<file path="config.mk">
export PLATFORM = sky130hd
export DESIGN_NAME = ram_fifo_ctrl
export DESIGN_NICKNAME = d
export VERILOG_FILES = /design/src/rtl/ram_fifo_pkg.sv /design/src/rtl/ram_fifo_out_stage.sv /design/src/rtl/ram_fifo_ctrl.sv
export SDC_FILE = /design/constraint.sdc
export NUM_CORES = 1
export LEC_CHECK = 0
export BUFFER_PORTS_ARGS = -buffer_cell sky130_fd_sc_hd__buf_2
export CORE_ASPECT_RATIO = 1.1
export CORE_MARGIN = 8
export CORE_UTILIZATION = 40
export DETAILED_ROUTE_END_ITERATION = 10
export PLACE_DENSITY = 0.75
export SYNTH_ARGS = -nofsm -noshare
export SYNTH_HDL_FRONTEND = slang
export SYNTH_HIERARCHICAL = 1
export SYNTH_SLANG_ARGS = --single-unit
</file>
<file path="constraint.sdc">
create_clock -name clk -period 2.3 [get_ports clk]
set_clock_uncertainty 0.1 [all_clocks]
set_input_delay 0.575 -clock clk [delete_from_list [all_inputs] [get_ports clk]]
set_output_delay 0.575 -clock clk [all_outputs]
set_load 0.02 [all_outputs]
</file>
<file path="src/rtl/ram_fifo_pkg.sv">
// Shared sizing helpers for the RAM-backed FWFT FIFO controller.
// Pointers carry one extra wrap bit; the level count spans 0..2**DEPTH_LOG2+1.
package ram_fifo_pkg;

    function automatic int PTR_W(input int depth_log2);
        return depth_log2 + 1;
    endfunction

    function automatic int LVL_W(input int depth_log2);
        return depth_log2 + 2;
    endfunction

endpackage

</file>
<file path="src/rtl/ram_fifo_out_stage.sv">
// Output register of the FIFO: loads the RAM head word when empty or being consumed, one-cycle load latency.
// Holds out_data stable while out_valid && !out_ready; load strobe tells the pointer logic to advance rptr.
module ram_fifo_out_stage #(
    parameter int DATA_WIDTH = 8
) (
    input  logic                  clk,
    input  logic                  reset,
    input  logic                  ram_empty,
    input  logic [DATA_WIDTH-1:0] rd_data,
    input  logic                  out_ready,
    output logic [DATA_WIDTH-1:0] out_data,
    output logic                  out_valid,
    output logic                  load
);

    logic [DATA_WIDTH-1:0] r_data;
    logic                  r_valid;

    assign load      = !ram_empty && (!r_valid || out_ready);
    assign out_data  = r_data;
    assign out_valid = r_valid;

    always_ff @(posedge clk) begin
        if (reset) begin
            r_data  <= '0;
            r_valid <= 1'b0;
        end else if (load) begin
            r_data  <= rd_data;
            r_valid <= 1'b1;
        end else if (r_valid && out_ready) begin
            // RAM is empty here, so the register drains and keeps its last word
            r_valid <= 1'b0;
        end
    end

endmodule

</file>
<file path="src/rtl/ram_fifo_ctrl.sv">
// Pointer/flow-control front end for a dual-port RAM forming a FWFT FIFO; 2 edges in-to-out, 1 word/cycle.
// in_ready depends only on registered pointers and reset; optional level/almost_full via RAM_FIFO_LEVEL_EN.
module ram_fifo_ctrl
    import ram_fifo_pkg::*;
#(
    parameter int DATA_WIDTH   = 8,
    parameter int DEPTH_LOG2   = 4,
    parameter int AFULL_THRESH = 12
) (
    input  logic                           clk,
    input  logic                           reset,
    input  logic [DATA_WIDTH-1:0]          in_data,
    input  logic                           in_valid,
    output logic                           in_ready,
    output logic [DATA_WIDTH-1:0]          out_data,
    output logic                           out_valid,
    input  logic                           out_ready,
    output logic [DATA_WIDTH-1:0]          ram_wr_data,
    output logic [DEPTH_LOG2-1:0]          ram_wr_addr,
    output logic                           ram_wr_en,
    output logic [DEPTH_LOG2-1:0]          ram_rd_addr,
    input  logic [DATA_WIDTH-1:0]          ram_rd_data,
    output logic [LVL_W(DEPTH_LOG2)-1:0]   level,
    output logic                           almost_full
);

    localparam int PW = PTR_W(DEPTH_LOG2);
    localparam int LW = LVL_W(DEPTH_LOG2);

    logic [PW-1:0] r_wptr;
    logic [PW-1:0] r_rptr;
    logic          w_ram_empty;
    logic          w_ram_full;
    logic          w_wr;
    logic          w_load;

    // Empty is a compare of registered pointers, so a word is never read in its write cycle
    assign w_ram_empty = (r_wptr == r_rptr);
    assign w_ram_full  = (r_wptr[PW-1] != r_rptr[PW-1]) &&
                         (r_wptr[PW-2:0] == r_rptr[PW-2:0]);

    assign in_ready    = !w_ram_full && !reset;
    assign w_wr        = in_valid && in_ready;
    assign ram_wr_en   = w_wr;
    assign ram_wr_addr = r_wptr[DEPTH_LOG2-1:0];
    assign ram_wr_data = in_data;
    assign ram_rd_addr = r_rptr[DEPTH_LOG2-1:0];

    always_ff @(posedge clk) begin
        if (reset) begin
            r_wptr <= '0;
            r_rptr <= '0;
        end else begin
            if (w_wr)
                r_wptr <= r_wptr + 1'b1;
            if (w_load)
                r_rptr <= r_rptr + 1'b1;
        end
    end

    ram_fifo_out_stage #(
        .DATA_WIDTH (DATA_WIDTH)
    ) u_out_stage (
        .clk       (clk),
        .reset     (reset),
        .ram_empty (w_ram_empty),
        .rd_data   (ram_rd_data),
        .out_ready (out_ready),
        .out_data  (out_data),
        .out_valid (out_valid),
        .load      (w_load)
    );

`ifdef RAM_FIFO_LEVEL_EN
    logic [LW-1:0] r_level;
    logic [LW-1:0] w_level_nxt;
    logic          r_afull;
    logic          w_pop;

    assign w_pop = out_valid && out_ready;

    always_comb begin
        w_level_nxt = r_level;
        if (w_wr && !w_pop)
            w_level_nxt = r_level + 1'b1;
        else if (!w_wr && w_pop)
            w_level_nxt = r_level - 1'b1;
    end

    always_ff @(posedge clk) begin
        if (reset) begin
            r_level <= '0;
            r_afull <= 1'b0;
        end else begin
            r_level <= w_level_nxt;
            r_afull <= (int'(w_level_nxt) >= AFULL_THRESH);
        end
    end

    assign level       = r_level;
    assign almost_full = r_afull;
`else
    assign level       = {LW{1'b0}};
    // Threshold has no meaning without the counter; output is tied low
    assign almost_full = 1'b0 && (AFULL_THRESH != 0);
`endif

endmodule
</file>
==> flow_summary.json <==
{
  "status": "complete, no violations",
  "maxCapViolCount": 0,
  "cp.depth": 5,
  "grt_use_met2": 0.153,
  "die_h_um": 72.0,
  "setup_violations": 0,
  "drive_above_1_share": 0.410,
  "dr_total_vias": 787,
  "fin_crit_ps": 2240,
  "detail-route-antenna-nets": 0,
  "clkSlewWorstSetupHoldPaths_ps": 110,
  "finalHoldViolCount": 0,
  "post_drt_wl_per_cell_um": 13.3,
  "dieArea_um2": 4810,
  "cts_root_buffer": "clkbuf_4",
  "crit_chain": "xor2_2, nor4_4, a21boi_2, nor2b_1, buf_2",
  "synth_cell_types": 23,
  "area_growth_pct": 12.6,
  "power_mw": 1.19,
  "ys.warnings.count": 6,
  "grt_use_met3": 0.0539,
  "drc_errors": 0,
  "rows": 20,
  "fill_cells": 269,
  "place_area_um2": 1170,
  "crit_path_start": "r_rptr[1]",
  "min_period_over_period": 0.975,
  "setup_tns_ps": 0,
  "critPathCaptureType": "output port",
  "critPathTopFamily": "simple AND/OR/NAND/NOR gates",
  "layout.nets": 162,
  "place_inst": 163,
  "drv_slew": 0,
  "ys_seq_area_frac": 0.334,
  "clock_path_buffers": 2,
  "clk_latency_ps": 290,
  "ys_ff_latch": 19,
  "netlist_instances": 119,
  "ctsHoldBuffers": 0,
  "syn_area_um2": 1140,
  "power.density_nw_per_um2": 929,
  "ir_worst_vdd_v": 0.000571,
  "cp.buffers_inverters": 1,
  "max_freq_mhz": 446,
  "syn_area_per_cell_um2": 9.57,
  "drt_iter0_drc": 15,
  "cts_htree_levels": 1,
  "r2r-end": "r_rptr[3]",
  "cp_max_fo": 3,
  "finish.utilization": 0.470,
  "grt-ovfl-total": 0,
  "core_area_um2": 2730,
  "io_pins": 54,
  "cp-endpoint": "ram_wr_en",
  "gp_congestion": 0.755,
  "r2r-start": "r_rptr[0]",
  "r2r_cells": 9,
  "die_w_um": 66.9,
  "drt_first_pass_iters": 4,
  "stdcell_area_um2": 1280,
  "busiest_layer": "met2",
  "n_antenna_cell": 0,
  "cp.arrival_ps": 1570,
  "initial_utilization": 0.417,
  "cp_slowest_cell": "dfxtp_4",
  "cpPeakStageDelay_ps": 370,
  "grt_usage": 0.0956,
  "cts_sinks": 19,
  "dp_hpwl_um": 1690,
  "criticalPathCategory": "reg -> out",
  "grt_pass1_wl_um": 3730,
  "portBuffers": 30,
  "worstPathRequired_ps": 1620,
  "cts_tree": "yes",
  "cts_buffers": 3,
  "antenna_found_initial": 0,
  "viasPerCell": 4.58,
  "gr-usage-met1": 0.103,
  "min_path_type": "reg -> reg",
  "grt_max_degree": 29,
  "wirelength_um": 2290,
  "ff2ff_setup_slack_ps": 100,
  "rsz0062_at_grt": "true",
  "instances_no_fill": 172,
  "cellLeakagePower_nw": 0.632,
  "startpoint_type": "register",
  "grt_pass1_vias": 870
}
==> worst min-delay path, cell delays in order, from the launching register on <==
cell	delay, ps
dfxtp_1	320
nand2b_1	60
mux2i_1	50
==> area by class of cell <==
| cell class | count | area, µm² | area share |
|---|---|---|---|
| sequential | 19 | 398 | 0.310 |
| multi-input combinational | 80 | 616 | 0.480 |
| clock buffer | 4 | 26.3 | 0.0205 |
| tap | 33 | 41.3 | 0.0322 |
| timing repair buffer | 36 | 201 | 0.157 |
==> timing repair <==
action                                  CTS  global route
endpoints found under the setup margin    1             2
pin swaps                                 1             3
gates resized for setup                   3            14
setup buffers                             1             4
==> kinds of logic (layout without fill, tap and decap cells) <==
group,Yosys count,in the layout,share of synthesized area
simple gates,42,42,0.234
xor+xnor,9,9,0.0758
flops,19,19,0.334
compound gates,6,6,0.0319
mux,14,14,0.131
buf+inv,26,40,0.168
fa+ha+maj,2,2,0.0220
other cells,1,7,0.00329
==> synthesized netlist by cell type <==
master | instances | share of area
xor2_2 | 1 | 0.014
nor2_1 | 9 | 0.030
xor2_1 | 7 | 0.054
conb_1 | 1 | 0.0033
nand2b_1 | 17 | 0.093
buf_4 | 23 | 0.15
ha_1 | 2 | 0.022
a21boi_2 | 1 | 0.0099
buf_6 | 1 | 0.0099
or2b_1 | 1 | 0.0066
nor2b_1 | 6 | 0.033
nand2b_4 | 1 | 0.012
clkbuf_1 | 2 | 0.0066
nand4_1 | 4 | 0.022
mux2i_1 | 10 | 0.088
nand2_1 | 2 | 0.0066
a21oi_1 | 5 | 0.022
nor4_4 | 1 | 0.019
nor2b_4 | 1 | 0.012
xnor2_1 | 1 | 0.0077
dfxtp_1 | 19 | 0.33
mux2_1 | 3 | 0.030
mux2_4 | 1 | 0.013
==> layout by cell type (no fill, tap or decap) <==
cell,count
a21boi_2,1
a21oi_1,4
a21oi_2,1
buf_2,29
buf_4,6
buf_6,1
clkbuf_1,1
clkbuf_4,3
conb_1,7
dfxtp_1,11
dfxtp_2,5
dfxtp_4,3
ha_1,2
mux2_1,3
mux2_4,1
mux2i_1,10
nand2_1,2
nand2b_1,17
nand2b_4,1
nand4_1,4
nor2_1,9
nor2b_1,6
nor2b_4,1
nor4_4,1
or2b_1,1
xnor2_1,1
xor2_1,4
xor2_2,4
==> routing by layer <==
metal  vias to the layer above  routed length, µm
li1                        397                  -
met1                       357                920
met5                         -                  0
met2                        33               1090
met4                         0                  0
met3                         0                271
==> metrics by stage <==
step                hold WS, ps  setup WS, ps
global route                397         -21.0
detailed placement          360           241
global placement            354           270
floorplan                   439           327
finish                      375          56.6
CTS                         378          6.27
==> sequential cells by signal (all words and copies together) (netlist names) <==
register	cells
u_out_stage/out_valid	1
r_wptr	5
u_out_stage/out_data	8
r_rptr	5
==> power breakdown <==
| part | leakage, nW | switching, mW | internal [mW] | total (mW) |
|---|---|---|---|---|
| Combinational | 0.457 | 0.315 | 0.249 | 0.563 |
| Clock | 0.0150 | 0.102 | 0.0674 | 0.169 |
| Sequential | 0.160 | 0.0533 | 0.406 | 0.460 |
==> worst min path at each step <==
stage                                 start                       to  slack, ps  cells past startpoint
floorplan                         r_rptr[4]                r_rptr[4]        440                      2
global placement    u_out_stage/out_data[1]  u_out_stage/out_data[1]        350                      2
detailed placement  u_out_stage/out_data[3]  u_out_stage/out_data[3]        360                      2
CTS                 u_out_stage/out_data[2]  u_out_stage/out_data[2]        380                      2
global route        u_out_stage/out_data[3]  u_out_stage/out_data[3]        400                      2
finish              u_out_stage/out_data[7]  u_out_stage/out_data[7]        380                      2
Power figures use the tool's default switching activity.
